--- src/rtl/sc_regpoint_shift.sv ---
// One-hot player-position register with prioritised clear/load/shift and a registered collision flag.
// Optional macro SC_REGPOINT_WRAP_EN: shifts rotate instead of saturating at the edges.
module sc_regpoint_shift #(
  parameter int DATAWIDTH = 8,
  parameter logic [DATAWIDTH-1:0] INIT_VALUE = 8'b00010000
) (
  input  logic                 SC_STATEMACHINEPOINT_CLOCK_50,
  input  logic                 SC_STATEMACHINEPOINT_RESET_InHigh,
  input  logic                 SC_REGPOINT_clear_InLow,
  input  logic                 SC_REGPOINT_load0_InLow,
  input  logic                 SC_REGPOINT_load1_InLow,
  input  logic [1:0]           SC_REGPOINT_shiftselection_In,
  input  logic [DATAWIDTH-1:0] SC_REGPOINT_data0_InBUS,
  input  logic [DATAWIDTH-1:0] SC_REGPOINT_data1_InBUS,
  input  logic [DATAWIDTH-1:0] SC_REGPOINT_obstacle_InBUS,
  output logic [DATAWIDTH-1:0] SC_REGPOINT_data_OutBUS,
  output logic                 SC_REGPOINT_bottomsidecomparator_OutLow,
  output logic                 SC_REGPOINT_moved_Out
);

  typedef enum logic {IDLE, MOVED} state_t;

  state_t                 r_state;
  logic [DATAWIDTH-1:0]   r_data;
  logic                   r_cmp;
  logic                   r_moved;
  logic [DATAWIDTH-1:0]   w_left;
  logic [DATAWIDTH-1:0]   w_right;
  logic [DATAWIDTH-1:0]   w_next;
  logic                   w_changed;

`ifdef SC_REGPOINT_WRAP_EN
  assign w_left  = {r_data[DATAWIDTH-2:0], r_data[DATAWIDTH-1]};
  assign w_right = {r_data[0], r_data[DATAWIDTH-1:1]};
`else
  // Edge saturation: a set bit at the boundary blocks the shift, even for non-one-hot values.
  assign w_left  = r_data[DATAWIDTH-1] ? r_data : {r_data[DATAWIDTH-2:0], 1'b0};
  assign w_right = r_data[0]           ? r_data : {1'b0, r_data[DATAWIDTH-1:1]};
`endif

  always_comb begin
    w_next    = r_data;
    w_changed = 1'b0;
    if (!SC_REGPOINT_clear_InLow) begin
      w_next = INIT_VALUE;
    end else if (!SC_REGPOINT_load0_InLow) begin
      w_next = SC_REGPOINT_data0_InBUS;
    end else if (!SC_REGPOINT_load1_InLow) begin
      w_next = SC_REGPOINT_data1_InBUS;
    end else begin
      case (SC_REGPOINT_shiftselection_In)
        2'b01:   w_next = w_left;
        2'b10:   w_next = w_right;
        default: w_next = r_data;
      endcase
`ifdef SC_REGPOINT_WRAP_EN
      w_changed = (SC_REGPOINT_shiftselection_In == 2'b01 ||
                   SC_REGPOINT_shiftselection_In == 2'b10) && (|r_data);
`else
      w_changed = (w_next != r_data);
`endif
    end
  end

  // Flag uses the pre-update register against the current obstacle row.
  always_ff @(posedge SC_STATEMACHINEPOINT_CLOCK_50 or posedge SC_STATEMACHINEPOINT_RESET_InHigh) begin
    if (SC_STATEMACHINEPOINT_RESET_InHigh) begin
      r_data <= INIT_VALUE;
      r_cmp  <= 1'b1;
    end else begin
      r_data <= w_next;
      r_cmp  <= ~|(r_data & SC_REGPOINT_obstacle_InBUS);
    end
  end

  always_ff @(posedge SC_STATEMACHINEPOINT_CLOCK_50 or posedge SC_STATEMACHINEPOINT_RESET_InHigh) begin
    if (SC_STATEMACHINEPOINT_RESET_InHigh) begin
      r_state <= IDLE;
      r_moved <= 1'b0;
    end else begin
      case (r_state)
        IDLE: begin
          if (w_changed) begin
            r_state <= MOVED;
            r_moved <= 1'b1;
          end else begin
            r_moved <= 1'b0;
          end
        end
        MOVED: begin
          if (w_changed) begin
            r_moved <= 1'b1;
          end else begin
            r_state <= IDLE;
            r_moved <= 1'b0;
          end
        end
        default: begin
          r_state <= IDLE;
          r_moved <= 1'b0;
        end
      endcase
    end
  end

  assign SC_REGPOINT_data_OutBUS                 = r_data;
  assign SC_REGPOINT_bottomsidecomparator_OutLow = r_cmp;
  assign SC_REGPOINT_moved_Out                   = r_moved;

endmodule

--- config.mk ---
export PLATFORM = sky130hd
export DESIGN_NAME = sc_regpoint_shift
export DESIGN_NICKNAME = d
export VERILOG_FILES = /design/src/rtl/sc_regpoint_shift.sv
export SDC_FILE = /design/constraint.sdc
export NUM_CORES = 1
export LEC_CHECK = 0
export ABC_AREA = 1
export CAP_MARGIN = 40
export CELL_PAD_IN_SITES_DETAIL_PLACEMENT = 1
export CELL_PAD_IN_SITES_GLOBAL_PLACEMENT = 1
export CORE_MARGIN = 2
export CORE_UTILIZATION = 28
export DETAILED_ROUTE_END_ITERATION = 10
export PLACE_DENSITY_LB_ADDON = 0.3
export SYNTH_ARGS = -nofsm -noshare
export SYNTH_HDL_FRONTEND = slang
export SYNTH_SLANG_ARGS = --single-unit
--- constraint.sdc ---
create_clock -name SC_STATEMACHINEPOINT_CLOCK_50 -period 1.8 [get_ports SC_STATEMACHINEPOINT_CLOCK_50]
set_clock_uncertainty 0.1 [all_clocks]
set_input_delay 0.27 -clock SC_STATEMACHINEPOINT_CLOCK_50 [delete_from_list [all_inputs] [get_ports SC_STATEMACHINEPOINT_CLOCK_50]]
set_output_delay 0.27 -clock SC_STATEMACHINEPOINT_CLOCK_50 [all_outputs]
set_load 0.05 [all_outputs]
==> results of run 1 <==
-- sequential cells by signal, summed over array words and instances (netlist names) --
signal / cells
SC_REGPOINT_bottomsidecomparator_OutLow: 1
SC_REGPOINT_data_OutBUS: 8
SC_REGPOINT_moved_Out: 1
-- what timing repair did --
action / in CTS / in global routing
resized for setup: 5 / 11
endpoints found under the setup margin: 5 / 9
hold endpoints to repair: 0 / 0
pin swaps: 0 / 0
-- power by group through the flow --
stage          combinational [mW]  sequential (mW)  clock (mW)
2_1_floorplan               0.190            0.330           0
3_3_place_gp                0.437            0.270           0
3_5_place_dp                0.450            0.271           0
4_1_cts                     0.456            0.267       0.202
5_1_grt                     0.516            0.270       0.213
6_report                    0.466            0.267       0.196
-- per-layer routing --
layer / vias up / share of wire (%)
li1: 676 / -
met4: 0 / 1.3
met5: - / 0
met2: 38 / 52
met1: 602 / 42
met3: 7 / 3.7
-- path summary, 6_finish.rpt --
kind / start / end / slack, ns
worst min-delay path: SC_STATEMACHINEPOINT_RESET_InHigh / SC_REGPOINT_data_OutBUS[7]$_DFF_PP0_ / 0.18
max in group asynchronous: SC_STATEMACHINEPOINT_RESET_InHigh / SC_REGPOINT_data_OutBUS[4]$_DFF_PP1_ / 1.12
min in group SC_STATEMACHINEPOINT_CLOCK_50: SC_REGPOINT_data_OutBUS[2]$_DFF_PP0_ / SC_REGPOINT_bottomsidecomparator_OutLow$_DFF_PP1_ / 0.48
worst max register to register: SC_REGPOINT_data_OutBUS[0]$_DFF_PP0_ / SC_REGPOINT_moved_Out$_DFF_PP0_ / 0.17
worst max-delay path: SC_REGPOINT_data_OutBUS[0]$_DFF_PP0_ / SC_REGPOINT_moved_Out$_DFF_PP0_ / 0.17
worst min register to register: SC_REGPOINT_data_OutBUS[2]$_DFF_PP0_ / SC_REGPOINT_bottomsidecomparator_OutLow$_DFF_PP1_ / 0.48
-- Yosys cell counts --
master	instances	share of area [%]
o21ai_1	6	3.0
dfrtp_1	8	20
a21oi_1	8	4.0
dfstp_2	2	5.2
buf_2	2	0.99
nand3_1	25	12
buf_4	2	1.5
inv_2	1	0.37
o21ai_0	18	8.9
nand2_1	55	20
nor2_1	14	5.2
ha_1	4	5.0
clkbuf_1	3	1.1
nand4_1	10	6.2
o211ai_1	1	0.74
inv_1	14	5.2
-- placed cells by master (no fill, tap or decap) --
cell type / n
a21oi_1: 8
inv_1: 12
ha_1: 1
buf_12: 3
nor2_2: 1
nand2_1: 55
nand3_1: 24
nor2_1: 13
o211ai_1: 1
o21ai_1: 10
dfstp_2: 2
dlymetal6s2s_1: 2
ha_4: 2
o21ai_0: 13
inv_2: 3
o21ai_2: 1
clkbuf_4: 3
clkdlybuf4s50_1: 28
dfrtp_1: 8
nand3_2: 1
clkbuf_8: 1
buf_4: 18
nand4_1: 10
ha_2: 1
-- worst max-delay path: stages, from the launching register on --
cell and delay, ns:
dfrtp_1 0.44, inv_1 0.23, nand2_1 0.12, nand3_1 0.11, nand2_1 0.08, nand3_1 0.07
nand2_1 0.07, nor2_1 0.09, nand2_1 0.07, nor2_2 0.11, nor2_1 0.04
-- through the flow --
step | setup WS [ns] | std cells | hold slack [ns]
floorplan | 0.129 | 173 | 0.00875
global placement | -0.274 | 263 | 0.464
detailed placement | -0.363 | 263 | 0.465
CTS | 0.00549 | 267 | 0.183
global route | 0.0255 | 267 | 0.205
finish | 0.167 | 267 | 0.179
-- cell type report --
| class | instances | share of cell area [%] |
|---|---|---|
| Multi-Input combinational cell | 141 | 43.8 |
| Timing Repair Buffer | 51 | 31.2 |
| Sequential cell | 10 | 15.7 |
| Tap cell | 46 | 3.58 |
| Inverter | 15 | 3.50 |
| Clock buffer | 4 | 2.26 |
-- cells by family after synthesis --
kind of cell	after synthesis	share of synthesized area (%)
DFF	10	25.0
and+or+nand+nor	104	44.2
adders and majority gates	4	4.96
buffers and inverters	22	9.17
AOI/OAI and AO/OA	33	16.6
==> flow_summary_export.csv, run 1 <==
group,metric,value,unit
run_status,status,"finished, final reports clean",
power_and_ir_drop,ir_drop,0.337,mV
power_and_ir_drop,switching_share,39.2,%
cts,clkSlewWorstSetupHoldPaths,0.06,ns
floorplanning,ioPinCount,41,
routing,wl_per_cell,14.3,um
cts,cts.sinks,10,
cts,root_buffer,"clkbuf_4",
sta,maxSlewViolCount,0,
synthesis,synth.distinct_cells,16,
global_routing,antenna_found_initial,0,
power_and_ir_drop,pwr-share-seq,28.7,%
routing,routed_via_density,4.96,
cts,cts_made_buffers,3,
global_routing,grt-busiest-layer,"met2",
floorplanning,die_h,64.1,um
sta,min_period,1.63,ns
synthesis,ys_warn_count,0,
finish,n_antenna_cell,0,
placement,io_buffers,40,
routing,drcViolationCount,0,
worst_setup_path,critPathLaunchType,"register",
finish,nets,257,
hold_path,hold_path_class,"in2async",
placement,dp_hpwl,3190,um
sta,worstMarginPinSlew,0.369,ns
routing,first_pass_iters,4,
finish,multi_input_comb_area,703,um^2
cts,htree_levels,1,
finish,drive_gt1_share,16.3,%
power_and_ir_drop,netSwitchingPower,364,uW
cts,post_cts_buffers,0,
finish,regArea,253,um^2
power_and_ir_drop,clock_power_share,21.1,%
global_routing,grtUsageMet3,1.76,%
worst_setup_path,critPathKind,"reg2reg",
power_and_ir_drop,total_power,929,uW
finish,syn2layout_area_growth,59.1,%
synthesis,postSynthCellCount,173,
synthesis,synth_seq_cells,10,
global_routing,grt_pass1_wl,6500,um
floorplanning,die_x,64.1,um
floorplanning,rows,21,
finish,stdcell_area,0.00161,mm^2
floorplanning,start_util,29.8,%
cts,cts_tree,"done",
routing,via_count,1323,
power_and_ir_drop,comb_power_share,50.2,%
cts,clockBufferDepth,2,
power_and_ir_drop,power_leakage,0.789,nW
synthesis,syn_nets,208,
synthesis,syn_avg_cell_area,5.84,um^2
floorplanning,dieArea,0.00410,mm^2
routing,ant_nets,0,
placement,dpl-instance-area,0.00153,mm^2
sta,max-slew-margin-rel,75.4,%
global_routing,met1_usage,24.7,%
sta,setup_viol,0,
cts,postCtsHoldBufs,0,
routing,wl,3820,um
cts,clk-insertion-delay-late,0.26,ns
sta,finalSetupTns,0,ns
global_routing,grt_use_met2,36.8,%
worst_setup_path,crit_fanout,7,
sta,rsz0062_at_grt,"no",
worst_setup_path,reg2reg_depth,10,
global_routing,track_usage,20.1,%
sta,max_freq,612,MHz
sta,post-route-period-util,90.7,%
placement,gp_congestion,0.881,
sta,hold_violations,0,
worst_setup_path,crit_path_end_kind,"register",
global_routing,grt_max_degree,15,
job,drv_cap,0,
synthesis,syn_area,0.00101,mm^2
finish,final.fill_count,460,
global_routing,overflow,0,
worst_setup_path,cp.arrival,1.69,ns
finish,utilization,47.4,%
synthesis,ys_seq_area_share,25.0,%
global_routing,grt_pass1_vias,1480,
routing,drt_iter0_markers,31,
worst_setup_path,critPathRequiredTime,1.85,ns
floorplanning,core,0.00339,mm^2
power_and_ir_drop,internal-power,565,uW
power_and_ir_drop,p_per_area,578,mW/mm^2
Note: power is estimated with default switching activity, not from simulation.
==> run 2, diff against run 1 <==
- MAX_ROUTING_LAYER: unset -> met4
- SLEW_MARGIN: unset -> 25
==> run 2 against run 1 <==
Compared with the run above: global-route usage increased by 0.51 points; worst setup slack got worse by 0.00082 ns; largest power group unchanged; critical path depth is the same; count of clock-buffer cells in the layout did not move; clock power is essentially flat; flip-flop and latch count did not move; wire length grew 0.60%; via count is 0.23% higher; sequential power about the same; worst hold slack lost 0.0048 ns; cell count did not move; non-clock buffer count unchanged.
==> flow_summary_export.csv, run 2 (same netlist as run 1, synthesis figures left out) <==
group,metric,value,unit
global_routing,grt_max_degree,15,
placement,dpl-instance-area,0.00153,mm^2
worst_setup_path,cp_top_family,"simple AND/OR/NAND/NOR gates",
global_routing,grt_pass1_vias,1484,
worst_setup_path,cp.arrival,1.69,ns
finish,drive_gt1_share,16.3,%
routing,wl_per_cell,14.4,um
sta,maxSlewViolCount,0,
power_and_ir_drop,ir_drop,0.337,mV
global_routing,antenna_found_initial,0,
worst_setup_path,r2r_start,"SC_REGPOINT_data_OutBUS[0]$_DFF_PP0_",
power_and_ir_drop,total_power,930,uW
finish,layout_commonest_cell,"nand2_1",
cts,cts_tree,"done",
sta,setup_viol,0,
job,drv_cap,0,
sta,whs,0.174,ns
worst_setup_path,path_cells,"inv_1 > nand2_1 > nand3_1 > nand2_1 > nand3_1 > nand2_1 > nor2_1 > nand2_1 > nor2_2 > nor2_1",
finish,syn2layout_area_growth,59.1,%
worst_setup_path,crit_path_top_delay_cell,"dfrtp_1",
routing,routed_via_density,4.97,
placement,dp_hpwl,3190,um
power_and_ir_drop,p_per_area,579,mW/mm^2
floorplanning,rows,21,
worst_setup_path,critPathKind,"reg2reg",
finish,nets,257,
worst_setup_path,path_buf_inv,1,
routing,wl,3850,um
floorplanning,core,0.00339,mm^2
finish,mostFrequentLayoutCells,"nand2_1 (55), clkdlybuf4s50_1 (28), nand3_1 (24)",
cts,clk-insertion-delay-late,0.26,ns
routing,via_count,1326,
floorplanning,die_x,64.1,um
sta,rsz0062_at_grt,"no",
placement,gp_congestion,0.896,
global_routing,track_usage,20.6,%
floorplanning,die_h,64.1,um
worst_setup_path,critPathRequiredTime,1.86,ns
global_routing,grt_pass1_wl,6490,um
routing,first_pass_iters,4,
cts,clkSlewWorstSetupHoldPaths,0.06,ns
power_and_ir_drop,power_leakage,0.789,nW
worst_setup_path,critPathLaunchType,"register",
cts,cts.sinks,10,
routing,drcViolationCount,0,
finish,largest_reg_flops,8,
placement,io_buffers,40,
worst_setup_path,regToRegEndpoint,"SC_REGPOINT_moved_Out$_DFF_PP0_",
finish,final.fill_count,460,
sta,finalSetupTns,0,ns
cts,cts_made_buffers,3,
cts,clockBufferDepth,2,
routing,drt_iter0_markers,31,
worst_setup_path,path_common_cell,"nand2_1",
worst_setup_path,worstSetupPathDepth,10,
floorplanning,dieArea,0.00410,mm^2
worst_setup_path,cp-startpoint,"SC_REGPOINT_data_OutBUS[0]$_DFF_PP0_",
cts,htree_levels,1,
hold_path,hold_path_class,"in2async",
worst_setup_path,r2r_setup_slack,0.17,ns
sta,max_freq,612,MHz
sta,max-slew-margin-rel,75.6,%
worst_setup_path,max_stage_delay,0.44,ns
floorplanning,ioPinCount,41,
worst_setup_path,crit_fanout,7,
run_status,status,"finished, final reports clean",
sta,hold_violations,0,
floorplanning,start_util,29.8,%
sta,worstMarginPinSlew,0.365,ns
sta,post-route-period-util,90.8,%
finish,stdcell_area,0.00161,mm^2
global_routing,overflow,0,
finish,stdcell_count,267,
cts,root_buffer,"clkbuf_4",
worst_setup_path,reg2reg_depth,10,
finish,n_antenna_cell,0,
worst_setup_path,crit_path_end_kind,"register",
sta,min_period,1.63,ns
routing,ant_nets,0,
placement,dp.cells,263,
## run 2: cell counts in the layout (fill, tap and decap cells not counted)
No cell type changed its count.
## run 2: stage by stage
stage | utilization, % | setup WS, ns
6_report | 47.4 | 0.166
5_1_grt | 47.4 | 0.0255
4_1_cts | 46.2 | 0.00549
3_5_place_dp | 45.0 | -0.363
3_3_place_gp | 45.0 | -0.274
2_1_floorplan | - | 0.129
## run 2: timing repair
| action | 4_1_cts | 5_1_grt |
|---|---|---|
| endpoints found under the setup margin | 5 | 9 |
| hold buffers | 0 | 0 |
| gates resized for setup | 5 | 11 |
| setup buffers | 0 | 0 |
| hold endpoints to repair | 0 | 0 |
## run 2: final cells by class
type                            count  area [um^2]  share of cell area (%)
Multi-Input combinational cell    141          703                    43.8
Timing Repair Buffer               51          500                    31.2
Sequential cell                    10          253                    15.7
Tap cell                           46         57.6                    3.58
Inverter                           15         56.3                    3.50
Clock buffer                        4         36.3                    2.26
## run 2: layer usage
layer,track usage [%],vias up,routed length [um]
met5,-,-,0
met1,24.7,607,1650
li1,-,677,-
met3,1.58,7,121
met4,5.98,0,50
met2,36.8,35,2020
## run 2: worst max path at each step
stage / endpoint
floorplan: SC_REGPOINT_moved_Out$_DFF_PP0_
global placement: SC_REGPOINT_data_OutBUS[5]$_DFF_PP0_
global route: SC_REGPOINT_data_OutBUS[3]$_DFF_PP0_
finish: SC_REGPOINT_moved_Out$_DFF_PP0_
CTS: SC_REGPOINT_moved_Out$_DFF_PP0_
detailed placement: SC_REGPOINT_data_OutBUS[7]$_DFF_PP0_
## run 2: power by group
group / switching, mW / internal, mW / total, mW
logic: 0.270 / 0.196 / 0.466
registers: 0.0207 / 0.246 / 0.267
clock network: 0.0740 / 0.123 / 0.197
==> run 3, diff against run 2 <==
- TNS_END_PERCENT: unset -> 10
==> results of run 3 <==
The final DEF is identical to that of run 2; final timing and power are the same.
